### config.mk
export PLATFORM = sky130hd
export DESIGN_NAME = gelato_fetch_scheduler_flat
export DESIGN_NICKNAME = d
export VERILOG_FILES = /design/src/rtl/gelato_fetch_scheduler_pkg.sv /design/src/rtl/gelato_fetchskd_ifetch_if.sv /design/src/rtl/gelato_fetch_scheduler_rr_arbiter.sv /design/src/rtl/gelato_fetch_scheduler.sv /design/src/flat_wrapper.sv
export SDC_FILE = /design/constraint.sdc
export NUM_CORES = 2
export LEC_CHECK = 0
export CAP_MARGIN = 0
export CORE_ASPECT_RATIO = 1.1
export CORE_MARGIN = 2
export CORE_UTILIZATION = 35
export CTS_BUF_LIST = sky130_fd_sc_hd__clkbuf_8
export CTS_CLUSTER_DIAMETER = 150
export DETAILED_ROUTE_END_ITERATION = 8
export PLACE_DENSITY = 0.55
export SYNTH_ARGS = -nofsm -noshare
export SYNTH_HDL_FRONTEND = slang
export SYNTH_SLANG_ARGS = --single-unit
### constraint.sdc
create_clock -name clk -period 7.8 [get_ports clk]
set_input_delay 1.56 -clock clk [delete_from_list [all_inputs] [get_ports clk]]
set_output_delay 1.56 -clock clk [all_outputs]
set_load 0.1 [all_outputs]
### src/rtl/gelato_fetch_scheduler_pkg.sv
// Shared fetch-scheduler types: addresses, warp ids, split-table ids
// and the per-warp fetch state.
package gelato_types;

    typedef logic [31:0] addr_t;
    typedef logic [4:0]  warp_num_t;
    typedef logic [3:0]  split_table_num_t;

    typedef enum logic [1:0] {
        IDLE,
        READY,
        WAIT
    } fetch_state_e;

    typedef struct packed {
        addr_t            pc;
        split_table_num_t split_table_num;
    } fetch_ctx_t;

endpackage

### src/rtl/gelato_fetchskd_ifetch_if.sv
// Issue channel from the fetch scheduler to I-Fetch.
interface gelato_fetchskd_ifetch_if;
    import gelato_types::*;

    logic             valid;
    addr_t            pc;
    warp_num_t        warp_num;
    split_table_num_t split_table_num;

    modport master (
        output valid,
        output pc,
        output warp_num,
        output split_table_num
    );

    modport slave (
        input valid,
        input pc,
        input warp_num,
        input split_table_num
    );

endinterface

### src/rtl/gelato_fetch_scheduler_rr_arbiter.sv
// Combinational round-robin picker: first request at or after ptr,
// wrapping, found by scanning a doubled request vector.
module gelato_rr_arbiter #(
    parameter int N  = 32,
    parameter int IW = $clog2(N)
) (
    input  logic [N-1:0]  req,
    input  logic [IW-1:0] ptr,
    output logic          gnt_valid,
    output logic [IW-1:0] gnt_idx
);

    logic [2*N-2:0] dbl;
    logic [IW:0]    pos;

    assign dbl = {req[N-2:0], req};

    // Scan downward so the lowest offset from ptr wins.
    always_comb begin
        gnt_valid = 1'b0;
        gnt_idx   = '0;
        pos       = '0;
        for (int i = N - 1; i >= 0; i--) begin
            pos = {1'b0, ptr} + (IW + 1)'(i);
            if (dbl[pos]) begin
                gnt_valid = 1'b1;
                gnt_idx   = pos[IW-1:0];
            end
        end
    end

endmodule

### src/rtl/gelato_fetch_scheduler.sv
// Per-SM fetch scheduler: tracks every warp's fetch state and issues
// one READY warp per cycle to I-Fetch in round-robin order.
module gelato_fetch_scheduler
    import gelato_types::*;
#(
    parameter int NUM_WARPS = 32
) (
    input  logic              clk,
    input  logic              rst,
    input  logic              launch_valid,
    input  warp_num_t         launch_warp_num,
    input  addr_t             launch_pc,
    input  split_table_num_t  launch_split_table_num,
    input  logic              update_valid,
    input  warp_num_t         update_warp_num,
    input  addr_t             update_pc,
    input  split_table_num_t  update_split_table_num,
    input  logic              finish_valid,
    input  warp_num_t         finish_warp_num,
    input  logic              ifetch_ready,
    gelato_fetchskd_ifetch_if.master ifetch_if,
    output logic              busy
);

    fetch_state_e state_q [NUM_WARPS];
    fetch_state_e state_d [NUM_WARPS];
    fetch_ctx_t   ctx_q   [NUM_WARPS];
    fetch_ctx_t   ctx_d   [NUM_WARPS];

    warp_num_t        ptr_q, ptr_d;
    logic             busy_q, busy_d;
    logic             valid_q, valid_d;
    addr_t            pc_q, pc_d;
    warp_num_t        wn_q, wn_d;
    split_table_num_t stn_q, stn_d;

    logic [NUM_WARPS-1:0] req;
    logic                 arb_valid;
    warp_num_t            arb_idx;
    logic                 grant;

    always_comb begin
        req = '0;
        for (int w = 0; w < NUM_WARPS; w++) begin
            req[w] = (state_q[w] == READY);
        end
    end

    gelato_rr_arbiter #(
        .N (NUM_WARPS)
    ) u_arb (
        .req       (req),
        .ptr       (ptr_q),
        .gnt_valid (arb_valid),
        .gnt_idx   (arb_idx)
    );

    assign grant = ifetch_ready & arb_valid;

    // Finish is applied last so it overrides launch and update.
    always_comb begin
        state_d = state_q;
        ctx_d   = ctx_q;
        busy_d  = 1'b0;
        for (int w = 0; w < NUM_WARPS; w++) begin
            if (grant && arb_idx == warp_num_t'(w)) begin
                state_d[w] = WAIT;
            end
            if (launch_valid
                && launch_warp_num == warp_num_t'(w)
                && state_q[w] == IDLE) begin
                state_d[w] = READY;
                ctx_d[w]   = '{pc: launch_pc,
                               split_table_num: launch_split_table_num};
            end
            if (update_valid
                && update_warp_num == warp_num_t'(w)
                && state_q[w] == WAIT) begin
                state_d[w] = READY;
                ctx_d[w]   = '{pc: update_pc,
                               split_table_num: update_split_table_num};
            end
            if (finish_valid && finish_warp_num == warp_num_t'(w)) begin
                state_d[w] = IDLE;
            end
            busy_d = busy_d | (state_d[w] != IDLE);
        end
    end

    always_comb begin
        ptr_d   = ptr_q;
        valid_d = grant;
        pc_d    = pc_q;
        wn_d    = wn_q;
        stn_d   = stn_q;
        if (grant) begin
            ptr_d = arb_idx + warp_num_t'(1);
            pc_d  = ctx_q[arb_idx].pc;
            wn_d  = arb_idx;
            stn_d = ctx_q[arb_idx].split_table_num;
        end
    end

    always_ff @(posedge clk) begin
        if (rst) begin
            for (int w = 0; w < NUM_WARPS; w++) begin
                state_q[w] <= IDLE;
            end
            ptr_q   <= '0;
            busy_q  <= 1'b0;
            valid_q <= 1'b0;
            pc_q    <= '0;
            wn_q    <= '0;
            stn_q   <= '0;
        end else begin
            state_q <= state_d;
            ptr_q   <= ptr_d;
            busy_q  <= busy_d;
            valid_q <= valid_d;
            pc_q    <= pc_d;
            wn_q    <= wn_d;
            stn_q   <= stn_d;
        end
    end

    // Context is only meaningful once a warp leaves IDLE.
    always_ff @(posedge clk) begin
        if (!rst) begin
            ctx_q <= ctx_d;
        end
    end

    assign ifetch_if.valid           = valid_q;
    assign ifetch_if.pc              = pc_q;
    assign ifetch_if.warp_num        = wn_q;
    assign ifetch_if.split_table_num = stn_q;
    assign busy                      = busy_q;

endmodule
### src/flat_wrapper.sv
// flat-port wrapper written by rule: the top's interface ports become plain ports
module gelato_fetch_scheduler_flat import gelato_types::*;
#(
    parameter int NUM_WARPS = 32
)
  (clk, rst, launch_valid, launch_warp_num, launch_pc, launch_split_table_num, update_valid, update_warp_num, update_pc, update_split_table_num, finish_valid, finish_warp_num, ifetch_ready, busy, ifetch_if_valid, ifetch_if_pc, ifetch_if_warp_num, ifetch_if_split_table_num);
  gelato_fetchskd_ifetch_if ifetch_if_i ();
  input  logic clk;
  input  logic rst;
  input  logic launch_valid;
  input  warp_num_t launch_warp_num;
  input  addr_t launch_pc;
  input  split_table_num_t launch_split_table_num;
  input  logic update_valid;
  input  warp_num_t update_warp_num;
  input  addr_t update_pc;
  input  split_table_num_t update_split_table_num;
  input  logic finish_valid;
  input  warp_num_t finish_warp_num;
  input  logic ifetch_ready;
  output logic busy;
  output wire logic [$bits(ifetch_if_i.valid)-1:0] ifetch_if_valid;
  output wire logic [$bits(ifetch_if_i.pc)-1:0] ifetch_if_pc;
  output wire logic [$bits(ifetch_if_i.warp_num)-1:0] ifetch_if_warp_num;
  output wire logic [$bits(ifetch_if_i.split_table_num)-1:0] ifetch_if_split_table_num;
  assign ifetch_if_valid = ifetch_if_i.valid;
  assign ifetch_if_pc = ifetch_if_i.pc;
  assign ifetch_if_warp_num = ifetch_if_i.warp_num;
  assign ifetch_if_split_table_num = ifetch_if_i.split_table_num;
  gelato_fetch_scheduler #(.NUM_WARPS(NUM_WARPS)) u_core (.clk(clk), .rst(rst), .launch_valid(launch_valid), .launch_warp_num(launch_warp_num), .launch_pc(launch_pc), .launch_split_table_num(launch_split_table_num), .update_valid(update_valid), .update_warp_num(update_warp_num), .update_pc(update_pc), .update_split_table_num(update_split_table_num), .finish_valid(finish_valid), .finish_warp_num(finish_warp_num), .ifetch_ready(ifetch_ready), .ifetch_if(ifetch_if_i), .busy(busy));
endmodule
# Word level (Yosys, flattened, before mapping)
# Cells that the tools add are included.
classes:
  magnitude_cmp: 33
  mul: 0
  n_shift: 0
  n_div: 0
  add_sub_neg: 32
  n_mux: 323
  n_reduce_logical: 324
  eq_ne: 188
  bitwise: 34
op_table:
  columns: ["operator", "n"]
  rows:
  - ["36-bit 2-to-1 mux", 66]
  - ["5-bit equality test, second input constant", 64]
  - ["2-bit 2-to-1 mux", 128]
  - ["6-bit by 7-bit < comparator with 1-bit output, second input constant", 31]
  - ["1-bit logical AND", 192]
  - ["1-bit binary-select mux with 6-bit select", 31]
  - ["36-bit binary-select mux with 5-bit select", 1]
  - ["5-bit by 4-bit equality test with 1-bit output, second input constant", 32]
  - ["5-bit 2-to-1 mux", 32]
  - ["2-bit nonzero test", 64]
  - ["5-bit by 5-bit adder with 6-bit output, second input constant", 16]
  - ["5-bit by 3-bit equality test with 1-bit output, second input constant", 16]
  - ["2-bit by 1-bit equality test with 1-bit output, second input constant", 32]
  - ["2-bit equality test, second input constant", 32]
  - ["2-bit logical NOT", 32]
  - ["1-bit 2-to-1 mux", 64]
  - ["2-bit AND reduction", 32]
  - ["5-bit by 4-bit adder with 6-bit output, second input constant", 8]
  - ["5-bit by 2-bit equality test with 1-bit output, second input constant", 8]
  - ["1-bit bitwise OR", 31]
  - ["5-bit by 3-bit adder with 6-bit output, second input constant", 4]
  - ["5-bit by 1-bit equality test with 1-bit output, second input constant", 4]
  - ["5-bit logical NOT", 4]
  - ["5-bit by 2-bit adder with 6-bit output, second input constant", 2]
  - ["8 further kinds", 8]
totals:
  output_inout_bits: 43
  regBits: 1264
  rom_bits: 0
  inputBits: 93
  mem_bits_rw: 0
  latch_bits: 0
  elab_cells: 1036
  memories: 0

# Depth between registers and ports, before layout
depth:
  depth_word: 73
  depth_mapped: 34
  ltp_nobuf: 23

# By module
# Synthesis repeated with hierarchy kept, for this count alone.
unflattened:
  hier_cells: 4808
  hier_area_um2: 70179.8
modules_own_cells:
  columns: ["mod", "area_each_um2", "seq_area_each_um2", "n_inst", "cells_per_inst"]
  rows:
  - ["gelato_fetch_scheduler", 63831.2, 36835.3, 1, 3933]
  - ["gelato_rr_arbiter", 6348.6, 0.0, 1, 875]

# Worst setup path after synthesis
# OpenSTA, ideal clock, no wires.
synth_path:
  kind: "reg-to-reg"
  start: "register u_core.ptr_q[2]"
  end: "register u_core.busy_q (netlist: u_core.busy)"
  setup_slack_ns: 0.841
  arrival_ns: 6.819
  n_path_buf: 10
  path_stages_with_launch: 33
  cell_sequence: "dfxtp_1 buf_4 buf_6 buf_6 buf_4 inv_2 clkbuf_1 ha_1 buf_2 buf_1 mux4_2 a22oi_1 nand4_1 and2_1 nand3b_1 a21oi_1 a211oi_1 or4_1 a311o_1 buf_2 or2_0 clkbuf_1 buf_2 nor2_1 ha_1 nand2_1 a21o_1 a2111oi_0 o41ai_1 a221oi_1 o221ai_1 nor4_1 a41oi_1"
synth_via:
  elab_chain_len: 73
synth_rtl:
  columns: ["element", "line_no", "source"]
  rows:
  - ["from (decl)", "gelato_fetch_scheduler.sv:30", "warp_num_t ptr_q, ptr_d;"]
  - ["from (signal assigned)", "gelato_fetch_scheduler.sv:117", "ptr_q <= ptr_d;"]
  - ["5-bit by 5-bit adder with 6-bit output", "gelato_fetch_scheduler_rr_arbiter.sv:24", "pos = {1'b0, ptr} + (IW + 1)'(i);"]
  - ["1-bit binary-select mux with 6-bit select", "gelato_fetch_scheduler_rr_arbiter.sv:25", "if (dbl[pos]) begin"]
  - ["1-bit 2-to-1 mux (not written as such)", "gelato_fetch_scheduler_rr_arbiter.sv:25", null]
  - ["5-bit 2-to-1 mux / 1-bit 2-to-1 mux (equally long branches) (32 in series)", "gelato_fetch_scheduler_rr_arbiter.sv:25", null]
  - ["5-bit by 1-bit equality test with 1-bit output, or another cell as far along", "gelato_fetch_scheduler.sv:66", "if (grant && arb_idx == warp_num_t'(w)) begin"]
  - ["1-bit logical AND", "gelato_fetch_scheduler.sv:66", null]
  - ["2-bit 2-to-1 mux", "gelato_fetch_scheduler.sv:66", null]
  - ["2-bit 2-to-1 mux", "gelato_fetch_scheduler.sv:69", "if (launch_valid"]
  - ["2-bit 2-to-1 mux", "gelato_fetch_scheduler.sv:76", "if (update_valid"]
  - ["2-bit 2-to-1 mux", "gelato_fetch_scheduler.sv:83", "if (finish_valid && finish_warp_num == warp_num_t'(w)) begin"]
  - ["2-bit nonzero test", "gelato_fetch_scheduler.sv:86", "busy_d = busy_d | (state_d[w] != IDLE);"]
  - ["1-bit bitwise OR (30 in series)", "gelato_fetch_scheduler.sv:86", null]
  - ["1-bit bitwise OR *", "gelato_fetch_scheduler.sv:86", null]
  - ["to (signal assigned)", "gelato_fetch_scheduler.sv:118", "busy_q <= busy_d;"]
  - ["to (decl)", "gelato_fetch_scheduler.sv:31", "logic busy_q, busy_d;"]
# Mark *: on every way between the ends. The rest lies on a longest branch, timed or not. The select of a mux whose other input is x is not followed.
# A chain may end at the register's enable or synchronous reset.

# Worst setup path in the final report
layout_path:
  start: "register u_core.ptr_q[3]"
  end: "register u_core.busy_q (netlist: u_core.busy)"
# Same word-level chain as after synthesis.

==> summary.txt <==
Drt
  – Vias per cell: 6.05
  – Iter 0 DRT Violations: approximately 6600
  – Routed wire per std cell: ~32 um
  – DRC errors left: 0
  – DRT Wirelength: slightly below 300000 um
  – First-pass detailed-route iteration total: 6
  – DR vias: between 50000 and 60000
  – Remaining antenna violation count: 0

Synth
  – Syn avg cell area: around 12 um2
  – Synth Area in XOR/XNOR: 0.460%
  – Post-synthesis cell area: about 0.074 mm2
  – Post-synthesis adder-cell area fraction: less than 1%
  – Yosys reg bits: around 1300
  – Post-synth ARST share: 0%
  – Post-Syn Instances: 6286
  – Synth Area in Compound Gates: between 8 and 9%
  – Yosys cell types: approximately 110
  – Post-synthesis simple-gate area fraction: between 10% and 20%
  – Syn Nets: around 6400
  – Synth Flop Type: edfxtp_1
  – Combinational family with the most area after synthesis: multiplexers
  – Post-synth EDFFs: approximately 1200
  – Mux share of post-synthesis cell area: roughly a quarter
  – Sequential area share after synthesis: approximately half
  – Yosys warning total: 0

GRT
  – Pin count of the biggest net entering global routing: ~150
  – Grt ovf: 0
  – Number of global-route vias before repair: around 54000
  – Initial antenna violation count: 27
  – All-Layer GR Usage: 27.1%
  – First-pass GRT wire length: between 400000 and 500000 um

Timing
  – Fin crit period: roughly 7600 ps
  – RSZ-0062 raised after global routing: false
  – Worst Skew: 49.8 ps
  – Worst hold-check slack: between 400 and 500 ps
  – Slew Limit Fails: 0
  – Worst Slack Setup Final: between 150 and 200 ps
  – Final Hold Fails: 0
  – Final setup viols: 0
  – Final Cycle Share: a little over nine tenths
  – Slew margin rel.: about 12%
  – Highest clock rate: around 130 MHz
  – Worst slew pin tran: between 1000 and 1500 ps

Placed design
  – Input/output buffers: 135
  – Dpl hpwl: roughly 170000 um
  – Place WS: approximately 31 ps
  – RD Place Congestion: around 1

Worst setup path
  – CP Max Fanout: 31
  – Worst path required time: roughly 8600 ps
  – CP dominant cell by count: buf_4
  – Worst R2R Setup Slack: ~180 ps
  – Worst path arrival time: between 8000 and 9000 ps
  – Kind of critical path: reg -> reg
  – Crit. End Element: register
  – Slowest-stage cell, CP: xnor2_1
  – CP Launch Type: register
  – Critical-path cell list: buf_4, ha_1, nand2b_1, xnor2_1, nand2_1, a211o_1, and2_4, nand2b_1, and3_1, or4_1, a311o_2, or2_1, nor2_2, ha_1, buf_4, nand2_1, a21o_1, a2111oi_1, buf_4, o41ai_1, a221oi_1, o221ai_1, nor4_1, a41oi_1
  – CP max stage delay: approximately 730 ps

Floorplanning
  – Die H: between 400 and 500 um
  – Initial core utilization: between 30% and 40%
  – Rows: 176
  – Core area: approximately 0.21 mm2
  – Die W: between 400 and 500 um
  – Top-level port count: ~140
  – Die area: ~0.21 mm2

Layout
  – Final core utilization: 39.5%
  – Fillers: 20300
  – Fraction of final layout cells sized beyond drive strength 1: 31.6%
  – Final net count: roughly 6400
  – Register area: about 0.037 mm2
  – Syn-to-layout area delta: 12.3%
  – Multi-input logic area: 0.0344 mm2

CTS
  – CTS Root Cell: clkbuf_8
  – Clock Sinks: ~1300
  – Clk buf depth: 3
  – Worst skew pair latency: 1000 ps
  – CTS tree: yes
  – H-tree Lvls: 4
  – CTS clk-pin slew, worst paths: approximately 70 ps
  – CTS Buf Count: between 200 and 250
  – Postcts setup bufs: 0

Run
  – Maxcap violations: 0

Status
  – Status: complete, no violations

Worst hold path
  – Worst min path class: reg -> reg
## layout make-up
type                            instances  area share [%]
Inverter                               29           0.135
Timing Repair Buffer                  414            4.61
Clock inverter                        169           0.923
Clock buffer                          240            3.99
Antenna cell                           11          0.0333
Tap cell                             2759            4.17
Multi-Input combinational cell       4332            41.6
Sequential cell                      1264            44.5
## sequential cells by signal, indices dropped and copies added (netlist names)
register	cells
u_core.busy	1
u_core.ctx_q	1152
u_core.ifetch_if.pc	32
u_core.ifetch_if.split_table_num	4
u_core.ifetch_if.valid	1
u_core.ifetch_if.warp_num	5
u_core.ptr_q	5
u_core.state_q	64
## layer usage
metal | GRT usage [%] | share of wire (%) | up-vias
li1 | - | - | 23800
met1 | 36.2 | 41 | 28300
met2 | 41.9 | 45 | 2966
met3 | 5.42 | 8.7 | 719
met4 | 12.6 | 4.9 | 26
met5 | 0.182 | 0.062 | -
## cell usage after synthesis (26+ instances only)
cell type	instances	share of area, %
mux2_2	1340	20
edfxtp_1	1152	47
nand2_1	549	2.8
nor2_1	512	2.6
clkbuf_1	473	2.4
mux2i_1	296	4.0
o21ai_0	222	1.5
nand3_1	122	0.83
dfxtp_1	112	3.0
a31oi_1	107	0.91
buf_2	100	0.68
a21oi_1	89	0.60
a22oi_1	87	0.89
buf_1	71	0.36
o211ai_1	69	0.70
nor3_1	60	0.41
nand2b_1	56	0.48
nor4_1	45	0.38
nor2b_1	39	0.33
mux4_2	34	1.0
nand4_1	34	0.29
and2_1	33	0.28
xnor2_1	31	0.37
a211oi_1	29	0.30
o221ai_1	28	0.33
nand4b_1	27	0.32
nor4bb_1	26	0.35
## critical path: cells and delay by family (launching register included)
| family | cells | cell delay [ps] |
|---|---|---|
| and+or+nand+nor | 10 | 2490 |
| adders and majority gates | 2 | 740 |
| xor gates and xnor gates | 1 | 730 |
| AOI/OAI and AO/OA | 8 | 2270 |
| DFF | 1 | 410 |
| buffers and inverters | 3 | 820 |
## worst paths after layout
check / startpoint / end / depth (start not counted)
min: u_core.ifetch_if.pc[1] / u_core.ifetch_if.pc[1] / 2
min reg2reg: u_core.ifetch_if.pc[1] / u_core.ifetch_if.pc[1] / 2
max: u_core.ptr_q[3] / u_core.busy / 24
max reg2reg: u_core.ptr_q[3] / u_core.busy / 24
## stage by stage
stage / area, um2 / TNS [ps] / instances
floorplan: 73700 / 0 / 6286
global placement: 78600 / -187 / 8798
detailed placement: 78600 / 0 / 8798
CTS: 82700 / 0 / 9207
global route: 82700 / 0 / 9213
finish: 82700 / 0 / 9218
## cells in the final DEF, fill, tap and decap left out, types with 27 or more instances in the layout
cell type / instances
mux2_2: 1340
edfxtp_1: 1152
nor2_4: 28
nand2_1: 548
nand3_1: 122
mux4_2: 34
xnor2_1: 30
clkinv_1: 37
a211oi_1: 29
dfxtp_1: 109
nor2b_1: 36
nor4_1: 43
nor2_1: 481
nand4b_1: 27
o211ai_1: 69
nor3_1: 60
buf_4: 250
a21oi_1: 89
o21ai_0: 222
inv_1: 131
clkbuf_8: 241
buf_12: 29
a31oi_1: 107
mux2i_1: 296
clkdlybuf4s50_1: 134
a22oi_1: 86
nand4_1: 34
o221ai_1: 28
nand2b_1: 56
## repair_timing
| action | 4_1_cts | 5_1_grt |
|---|---|---|
| hold buffers | 0 | 0 |
| gates resized for setup | 5 | 11 |
| pin swaps | 0 | 0 |
| endpoints found under the setup margin | 1 | 1 |
## kinds of logic after synthesis
kind of cell               after synthesis
AOI/OAI and AO/OA                      934
xor gates and xnor gates                37
adders and majority gates               20
buffers and inverters                  690
DFF                                   1264
muxes                                 1672
and+or+nand+nor                       1669
Power is not shown: default switching activity piles up to over one toggle a cycle in this logic, so the estimate is an artifact.
